[src/rtl/stap_hsk_pkg.sv]
// Shared types for the 4-phase handshake receiver.
// Holds the FSM state enum and the transfer counter width.
package stap_hsk_pkg;

    localparam int XFER_CNT_W = 8;

    typedef enum logic [1:0] {
        IDLE    = 2'd0,
        PRESENT = 2'd1,
        ACK_HI  = 2'd2,
        WAIT_LO = 2'd3
    } hsk_state_e;

endpackage

[src/rtl/stap_hsk_sync.sv]
// Multi-flop synchronizer for a single asynchronous bit.
// Async active-high reset clears every stage to 0.
module stap_hsk_sync #(
    parameter int SYNC_STAGES = 2
) (
    input  logic ck,
    input  logic rst,
    input  logic d,
    output logic q
);

    logic [SYNC_STAGES-1:0] chain;

    always_ff @(posedge ck or posedge rst) begin
        if (rst) begin
            chain <= '0;
        end else begin
            chain <= {chain[SYNC_STAGES-2:0], d};
        end
    end

    assign q = chain[SYNC_STAGES-1];

endmodule

[src/rtl/stap_hsk_rx.sv]
// 4-phase handshake receiver: syncs req, captures payload, acks.
// Define STAP_HSK_RX_SKID_EN to ack at capture, decoupled from out_ready.
module stap_hsk_rx
    import stap_hsk_pkg::*;
#(
    parameter int DATA_W      = 32,
    parameter int SYNC_STAGES = 2
) (
    input  logic                  ck,
    input  logic                  rst,
    input  logic                  req_async,
    input  logic [DATA_W-1:0]     data_async,
    output logic                  ack,
    output logic                  out_valid,
    output logic [DATA_W-1:0]     out_data,
    input  logic                  out_ready,
    output logic                  proto_err,
    output logic [XFER_CNT_W-1:0] xfer_cnt
);

    logic                  req_s;
    hsk_state_e            state;
    hsk_state_e            state_n;
    logic                  ack_n;
    logic                  valid_n;
    logic [DATA_W-1:0]     data_n;
    logic                  perr_n;
    logic [XFER_CNT_W-1:0] cnt_n;

    stap_hsk_sync #(
        .SYNC_STAGES(SYNC_STAGES)
    ) u_sync (
        .ck  (ck),
        .rst (rst),
        .d   (req_async),
        .q   (req_s)
    );

    always_ff @(posedge ck or posedge rst) begin
        if (rst) begin
            state     <= IDLE;
            ack       <= 1'b0;
            out_valid <= 1'b0;
            out_data  <= '0;
            proto_err <= 1'b0;
            xfer_cnt  <= '0;
        end else begin
            state     <= state_n;
            ack       <= ack_n;
            out_valid <= valid_n;
            out_data  <= data_n;
            proto_err <= perr_n;
            xfer_cnt  <= cnt_n;
        end
    end

    always_comb begin
        state_n = state;
        ack_n   = ack;
        valid_n = out_valid;
        data_n  = out_data;
        perr_n  = proto_err;
        cnt_n   = xfer_cnt;
`ifdef STAP_HSK_RX_SKID_EN
        // Local side drains on its own; the source is acked at capture.
        if (out_valid && out_ready) begin
            valid_n = 1'b0;
        end
`endif
        unique case (state)
            IDLE: begin
`ifdef STAP_HSK_RX_SKID_EN
                if (req_s && !out_valid) begin
                    data_n  = data_async;
                    valid_n = 1'b1;
                    ack_n   = 1'b1;
                    state_n = ACK_HI;
                end
`else
                if (req_s) begin
                    data_n  = data_async;
                    valid_n = 1'b1;
                    state_n = PRESENT;
                end
`endif
            end
            PRESENT: begin
                if (!req_s) begin
                    perr_n = 1'b1;
                end
                if (out_valid && out_ready) begin
                    valid_n = 1'b0;
                    ack_n   = 1'b1;
                    state_n = ACK_HI;
                end
            end
            ACK_HI: begin
                if (!req_s) begin
                    ack_n   = 1'b0;
                    cnt_n   = xfer_cnt + XFER_CNT_W'(1);
                    state_n = WAIT_LO;
                end
            end
            WAIT_LO: begin
                state_n = IDLE;
            end
            default: begin
                state_n = IDLE;
            end
        endcase
    end

endmodule

[config.mk]
export PLATFORM = sky130hd
export DESIGN_NAME = stap_hsk_rx
export DESIGN_NICKNAME = d
export VERILOG_FILES = /design/src/rtl/stap_hsk_pkg.sv /design/src/rtl/stap_hsk_sync.sv /design/src/rtl/stap_hsk_rx.sv
export SDC_FILE = /design/constraint.sdc
export NUM_CORES = 1
export LEC_CHECK = 0
export CAP_MARGIN = 20
export CORE_AREA = 2 2 71 73
export CTS_BUF_LIST = sky130_fd_sc_hd__clkbuf_16
export CTS_CLUSTER_SIZE = 24
export DETAILED_ROUTE_END_ITERATION = 10
export DIE_AREA = 0 0 73 75
export PLACE_DENSITY = 0.78
export SLEW_MARGIN = 20
export SYNTH_ARGS = -nofsm -noshare
export SYNTH_HDL_FRONTEND = slang
export SYNTH_SLANG_ARGS = --single-unit
[constraint.sdc]
create_clock -name ck -period 1.77 [get_ports ck]
set_input_delay 0.354 -clock ck [delete_from_list [all_inputs] [get_ports ck]]
set_output_delay 0.354 -clock ck [all_outputs]
set_load 0.02 [all_outputs]
==> key figures, run 1 <==
Run status
  – Result of the run: finished clean

Route
  – Via/cell ratio: 4.81
  – Number of nets with antenna violations after detailed routing: 0
  – Post-detailed-route wirelength per cell: 16.3 um
  – Total detailed-routing wirelength: 4.31 mm
  – Pre-antenna DRT Iters: 4
  – First-iteration detailed-routing DRC count: 79
  – Via Count: 1271
  – Remaining DRCs: 0

Power
  – Ratio of total power to cell area: approximately 1900 nW/um^2
  – Switching Share: 0.337
  – Power Internal: 3.69 mW
  – Tot Pwr: 5.57 mW
  – Power share of the combinational group: 0.508
  – Maximum vdd ir drop: approximately 1.0 mV
  – Share of total power in sequential cells: 0.337
  – Switching Power: between 1.5 and 2 mW
  – Leakage power: 1.37 nW
  – Clock share of power: 0.155

Clocking
  – CTS tree: done
  – Number of sinks on the clock net: 47
  – Deepest clock path buffer count: 2
  – Clock Latency Late Sink: roughly 0.28 ns
  – Root buffer cell: sky130_fd_sc_hd__clkbuf_16
  – Hold buffer count at cts: 0
  – Post-cts repair resize count: 0
  – H-tree depth: 2
  – Buffers inserted during post-CTS setup optimization: 0
  – CTS buffer count: 5
  – Clock-pin slew of the registers on the worst-case setup and hold paths: 0.06 ns

STA
  – Unrepaired setup endpoints after global routing: no
  – Shortest period the worst path allows: 1.68 ns
  – Final hold slack: 0.347 ns
  – Slew Limit Headroom: 0.794
  – Fmax: roughly 590 MHz
  – Final hold violations: 0
  – Worst clock skew: 0.00288 ns
  – Slew at the pin closest to its max-slew limit: 0.309 ns
  – Total negative slack: 0 ns
  – Period utilization: 0.951
  – Final count of negative-setup-slack endpoints: 0
  – Final-report max-slew violation count: 0

Floorplan
  – Horizontal extent of the die: 73 um
  – Floorplan row count: 25
  – Die span in y: 75 um
  – Ports: 79
  – Die Outline Area: 5480 sq um
  – Area of the core: 4660 sq um
  – Initial core utilization: 0.424

Placement
  – Post-DP HPWL: 3.26 mm
  – Total of buffers placed on input and output ports: 78
  – Weighted congestion reported at the end of routability-driven placement: 0.787

Final layout
  – Layout Area Growth over Synthesis: 50.3%
  – Share of cells above drive strength 1: 0.219
  – Layout net count: 249
  – Diode count: 0

Logic synthesis
  – YS warnings: 0
  – Most frequent cell after synthesis: sky130_fd_sc_hd__dfrtp_1
  – Top flip-flop cell by instance count after synthesis: sky130_fd_sc_hd__dfrtp_1
  – Sequential share of the synthesized area: 0.596
  – Ranking of synthesized cells by instance count: sky130_fd_sc_hd__dfrtp_1, sky130_fd_sc_hd__mux2_4, sky130_fd_sc_hd__inv_1, sky130_fd_sc_hd__nand2_1, sky130_fd_sc_hd__xnor2_1
  – Synth cell types: 24
  – Mapped Nets: 163
  – Yosys top cell area share: 0.596
  – Synthesis-stage register bit count: 47
  – Summed instance area of the synthesized netlist: just under 2000 sq um
  – Share of flip-flops with an asynchronous set or reset: 1.00
  – EDFF count, synth: 0
  – Mean area per synthesized cell: 16.1 sq um
  – Synth area leader: sky130_fd_sc_hd__dfrtp_1
  – Synthesized instance count: 123
  – Cell types with the largest area share after synthesis: sky130_fd_sc_hd__dfrtp_1, sky130_fd_sc_hd__mux2_4, sky130_fd_sc_hd__ha_1

Global route
  – Antenna violations before repair: 0
  – Largest net degree at the start of global routing: 25
  – Combined global-route utilization of all metal layers: 0.160
  – Vias in the first global route: 1274
  – Total overflow reported by the global router: 0
  – Global-route wire length before repair: 6.54 mm

Critical path
  – Worst Setup End Kind: output pin
  – Crit Path Max Fanout: 4
  – CP Class: reg2out
  – Critical Path, Cell by Cell: clkdlybuf4s50_1
  – Worst path max stage delay: 0.64 ns
  – Buffer and inverter count on the worst path: 1
  – Cell family contributing the most delay on the critical path: buffers and inverters
  – Kind of start point of the critical path: flip-flop
  – Data arrival time at the worst-slack endpoint: 1.33 ns
  – WP data required: 1.42 ns
  – Critical path's slowest cell: sky130_fd_sc_hd__clkdlybuf4s50_1

Run
  – Max-cap violations: 0

Worst hold path
  – Hold Path Class: reg2reg
## power groups by stage
stage | Clock, mW | Combinational, mW | Sequential (mW)
finish | 0.864 | 2.83 | 1.87
detailed placement | 0 | 2.83 | 1.90
global route | 0.939 | 2.99 | 1.94
CTS | 0.891 | 2.87 | 1.88
floorplan | 0 | 1.09 | 2.42
global placement | 0 | 2.77 | 1.85
## worst reg2reg max path: stages, from the launching register on
cell                       delay, ns
sky130_fd_sc_hd__dfrtp_1        0.37
sky130_fd_sc_hd__inv_1          0.08
sky130_fd_sc_hd__ha_1           0.23
sky130_fd_sc_hd__a21boi_1       0.18
sky130_fd_sc_hd__a211oi_2       0.26
sky130_fd_sc_hd__mux2_2         0.37
## layout by cell type (no fill, tap or decap)
cell,synthesis,final
sky130_fd_sc_hd__a211oi_2,1,1
sky130_fd_sc_hd__a21boi_1,1,1
sky130_fd_sc_hd__a21o_1,1,1
sky130_fd_sc_hd__a21oi_1,2,2
sky130_fd_sc_hd__a31oi_1,1,1
sky130_fd_sc_hd__and3_1,1,1
sky130_fd_sc_hd__and4b_1,1,1
sky130_fd_sc_hd__buf_12,0,1
sky130_fd_sc_hd__buf_4,0,3
sky130_fd_sc_hd__clkbuf_16,0,5
sky130_fd_sc_hd__clkdlybuf4s50_1,0,78
sky130_fd_sc_hd__clkinv_1,0,2
sky130_fd_sc_hd__dfrtp_1,47,47
sky130_fd_sc_hd__ha_1,4,4
sky130_fd_sc_hd__inv_1,5,5
sky130_fd_sc_hd__inv_2,0,1
sky130_fd_sc_hd__mux2_2,4,4
sky130_fd_sc_hd__mux2_4,30,30
sky130_fd_sc_hd__nand2_1,5,5
sky130_fd_sc_hd__nand2_2,1,1
sky130_fd_sc_hd__nand3b_1,1,1
sky130_fd_sc_hd__nand4_1,1,1
sky130_fd_sc_hd__nor2_1,1,1
sky130_fd_sc_hd__nor2b_1,1,1
sky130_fd_sc_hd__nor3_1,1,1
sky130_fd_sc_hd__o21ai_0,3,3
sky130_fd_sc_hd__o32a_1,1,1
sky130_fd_sc_hd__xnor2_1,5,5
sky130_fd_sc_hd__xor2_1,2,2
## worst paths after layout
| check | end | cells past startpoint | slack, ns | startpoint |
|---|---|---|---|---|
| setup / recovery | xfer_cnt[5] | 1 | 0.09 | xfer_cnt[5] |
| hold / removal | u_sync.chain[1] | 0 | 0.35 | u_sync.chain[0] |
| setup reg to reg | state[1] | 5 | 0.17 | state[1] |
| hold reg to reg | u_sync.chain[1] | 0 | 0.35 | u_sync.chain[0] |
| max in group asynchronous | xfer_cnt[2] | 3 | 1.08 | rst |
| min in group asynchronous | out_data[24] | 3 | 0.44 | rst |
## sequential cells by signal (all words and copies together) (netlist names)
register / flops
ack: 1
out_data: 32
out_valid: 1
proto_err: 1
state: 2
u_sync.chain: 2
xfer_cnt: 8
## layout make-up
class                           instances  area, sq um
Timing Repair Buffer                   82          823
Sequential cell                        47         1180
Inverter                                5         18.8
Tap cell                               54         67.6
Fill cell                             364         1690
Multi-Input combinational cell         68          746
Clock inverter                          3         11.3
Clock buffer                            5          125
## layer usage
metal / track usage / part of all wire
met5: 0 / 0
met1: 0.195 / 0.40
met2: 0.271 / 0.53
met3: 0.0495 / 0.050
met4: 0.0535 / 0.014
## kinds of logic (layout without fill, tap and decap cells)
logic type | after synthesis | count (layout) | synth area share
multiplexers | 34 | 34 | 0.251
AND/OR/NAND/NOR | 13 | 13 | 0.0355
buffers and inverters | 8 | 95 | 0.0266
XOR/XNOR | 7 | 7 | 0.0311
AO/OA/AOI/OAI | 10 | 10 | 0.0349
flip-flops | 47 | 47 | 0.596
adder cells (fa/ha/maj) | 4 | 4 | 0.0253
## stage by stage
step,setup WS [ns],area (sq um),cells,utilization
after detailed placement,0.0555,2830,256,0.608
after CTS,0.0828,2970,264,0.637
after floorplan,0.300,1970,123,-
after global routing,0.0464,2970,264,0.637
after global placement,0.109,2830,256,0.608
final,0.0868,2970,264,0.637
Power figures use the tool's default switching activity.
==> run 2, diff against run 1 <==
--- a/config.mk
+++ b/config.mk
@@ -6,12 +6,12 @@
 export NUM_CORES = 1
 export LEC_CHECK = 0
 export CAP_MARGIN = 20
-export CORE_AREA = 2 2 71 73
-export CTS_BUF_LIST = sky130_fd_sc_hd__clkbuf_16
+export CORE_AREA = 2 2 70 72
+export CTS_BUF_LIST = sky130_fd_sc_hd__clkbuf_2 sky130_fd_sc_hd__clkbuf_4 sky130_fd_sc_hd__clkbuf_8
 export CTS_CLUSTER_SIZE = 24
 export DETAILED_ROUTE_END_ITERATION = 10
-export DIE_AREA = 0 0 73 75
-export PLACE_DENSITY = 0.78
+export DIE_AREA = 0 0 72 74
+export PLACE_DENSITY = 0.8
 export SLEW_MARGIN = 20
 export SYNTH_ARGS = -nofsm -noshare
 export SYNTH_HDL_FRONTEND = slang
==> key figures, run 2 (same netlist as run 1, synthesis figures left out) <==
Run status
  – Result of the run: finished clean

Clocking
  – H-tree depth: 2
  – CTS buffer count: 5
  – Buffers inserted during post-CTS setup optimization: 0
  – Clock Latency Late Sink: 0.29 ns
  – Root buffer cell: sky130_fd_sc_hd__clkbuf_8
  – Deepest clock path buffer count: 2
  – CTS tree: done
  – Hold buffer count at cts: 0
  – Number of sinks on the clock net: 47
  – Post-cts repair resize count: 0
  – Clock-pin slew of the registers on the worst-case setup and hold paths: 0.09 ns

Placement
  – Total of buffers placed on input and output ports: 78
  – Weighted congestion reported at the end of routability-driven placement: 0.716
  – Post-DP HPWL: between 2 and 3 mm

STA
  – Final-report max-slew violation count: 0
  – Final hold slack: around 0.36 ns
  – Final count of negative-setup-slack endpoints: 0
  – Slew at the pin closest to its max-slew limit: 0.301 ns
  – Unrepaired setup endpoints after global routing: no
  – Shortest period the worst path allows: 1.71 ns
  – Total negative slack: 0 ns
  – Worst clock skew: 0.00669 ns
  – Final hold violations: 0
  – Period utilization: 0.963
  – Fmax: between 500 and 600 MHz
  – Slew Limit Headroom: 0.799

Power
  – Switching Power: 1.84 mW
  – Clock share of power: 0.138
  – Power Internal: approximately 3.6 mW
  – Switching Share: 0.338
  – Tot Pwr: between 5 and 6 mW
  – Share of total power in sequential cells: 0.347
  – Power share of the combinational group: 0.515
  – Ratio of total power to cell area: 1840 nW/um^2
  – Maximum vdd ir drop: 0.930 mV
  – Leakage power: 1.37 nW

Final layout
  – Register with the most flip-flops: out_data
  – Layout net count: 248
  – Core utilization of the finished layout: 0.643
  – Layout Area Growth over Synthesis: 49.8%
  – Most common cell after layout, fill and taps aside: sky130_fd_sc_hd__clkdlybuf4s50_1
  – Diode count: 0
  – Commonest cells after routing, fill and taps aside: sky130_fd_sc_hd__clkdlybuf4s50_1, sky130_fd_sc_hd__dfrtp_1, sky130_fd_sc_hd__mux2_4
  – Largest register FFs: 32
  – Share of cells above drive strength 1: 0.226
  – Biggest registers after layout: out_data (32), xfer_cnt (8)

Floorplan
  – Floorplan row count: 25
  – Die Outline Area: 5330 sq um
  – Die span in y: 74 um
  – Area of the core: approximately 4600 sq um
  – Horizontal extent of the die: 72 um
  – Initial core utilization: 0.429
  – Ports: 79

Critical path
  – Worst Setup End Kind: output pin
  – Buffer and inverter count on the worst path: 1
  – Worst path max stage delay: 0.64 ns
  – Crit Path Max Fanout: 4
  – Register-to-register setup slack: 0.17 ns
  – Cell family contributing the most delay on the critical path: buffers and inverters
  – Data arrival time at the worst-slack endpoint: 1.35 ns
  – Critical path's slowest cell: sky130_fd_sc_hd__clkdlybuf4s50_1
  – CP Class: reg2out
  – Startpoint of the most critical register-to-register path: state[0]
  – Critical Path, Cell by Cell: clkdlybuf4s50_1
  – WP data required: 1.42 ns
  – Endpoint of the lowest-slack register-to-register path: out_data[2]
  – Kind of start point of the critical path: flip-flop
  – R2r worst-path depth: 5

Route
  – Pre-antenna DRT Iters: 4
  – Via/cell ratio: 4.90
  – Number of nets with antenna violations after detailed routing: 0
  – Via Count: 1283
  – Total detailed-routing wirelength: 3.93 mm
  – Post-detailed-route wirelength per cell: 15.0 um
  – Remaining DRCs: 0
  – First-iteration detailed-routing DRC count: 61

Global route
  – Total overflow reported by the global router: 0
  – Global-route wire length before repair: approximately 6.2 mm
  – Antenna violations before repair: 0
  – Largest net degree at the start of global routing: 48
  – Combined global-route utilization of all metal layers: 0.153
  – Vias in the first global route: 1305

Worst hold path
  – Number of stages on the worst hold path: 0
  – Source of the worst hold timing path: u_sync.chain[0]
  – End point of the most critical hold path: u_sync.chain[1]
  – Hold Path Class: reg2reg

Run
  – Max-cap violations: 0
## run 2: cell count changes in the layout (fill, tap and decap cells not counted), sizes merged
cell | before | now
buf | 4 | 3
bufinv | 0 | 1
clkdlybuf4s50 | 78 | 77
clkinv | 2 | 0
clkinvlp | 0 | 1
dlymetal6s2s | 0 | 1
inv | 6 | 5
## run 2: per-layer routing
layer  global-route usage  wire length, um  up-vias
li1                     -                -      590
met1                0.187             1650      641
met2                0.264             1990       50
met3               0.0528              268        2
met4               0.0377               14        0
met5                    0                0        -
## run 2: per-stage QoR
step | cell area [sq um] | std cells | setup slack, ns
2_1_floorplan | 1970 | 123 | 0.300
3_3_place_gp | 2850 | 255 | 0.110
3_5_place_dp | 2850 | 255 | 0.0548
4_1_cts | 2960 | 262 | 0.0312
5_1_grt | 2960 | 262 | 0.00793
6_report | 2960 | 262 | 0.0646
## run 2: cell type report
class | count | area (sq um)
tap | 54 | 67.6
clock buffer | 5 | 68.8
multi-input combinational | 68 | 746
clock inverter | 2 | 37.5
sequential | 47 | 1180
fill | 348 | 1640
inverter | 5 | 18.8
timing repair buffer | 81 | 843
## run 2: how the worst max path moves through the flow
stage          slack (ns)           to   startpoint  cells past startpoint
2_1_floorplan        0.30          ack          rst                      1
3_3_place_gp         0.11     state[1]    out_ready                      4
3_5_place_dp         0.05     state[1]    out_ready                      4
4_1_cts              0.03  xfer_cnt[2]  xfer_cnt[2]                      1
5_1_grt             0.008  xfer_cnt[0]  xfer_cnt[0]                      1
6_report             0.06  xfer_cnt[0]  xfer_cnt[0]                      1
## run 2: power groups by stage
stage | Sequential [mW] | Combinational [mW] | Clock (mW)
floorplan | 2.42 | 1.09 | 0
detailed placement | 1.89 | 2.84 | 0
CTS | 1.89 | 2.85 | 0.776
finish | 1.89 | 2.80 | 0.750
global placement | 1.88 | 2.79 | 0
global route | 1.95 | 2.97 | 0.816
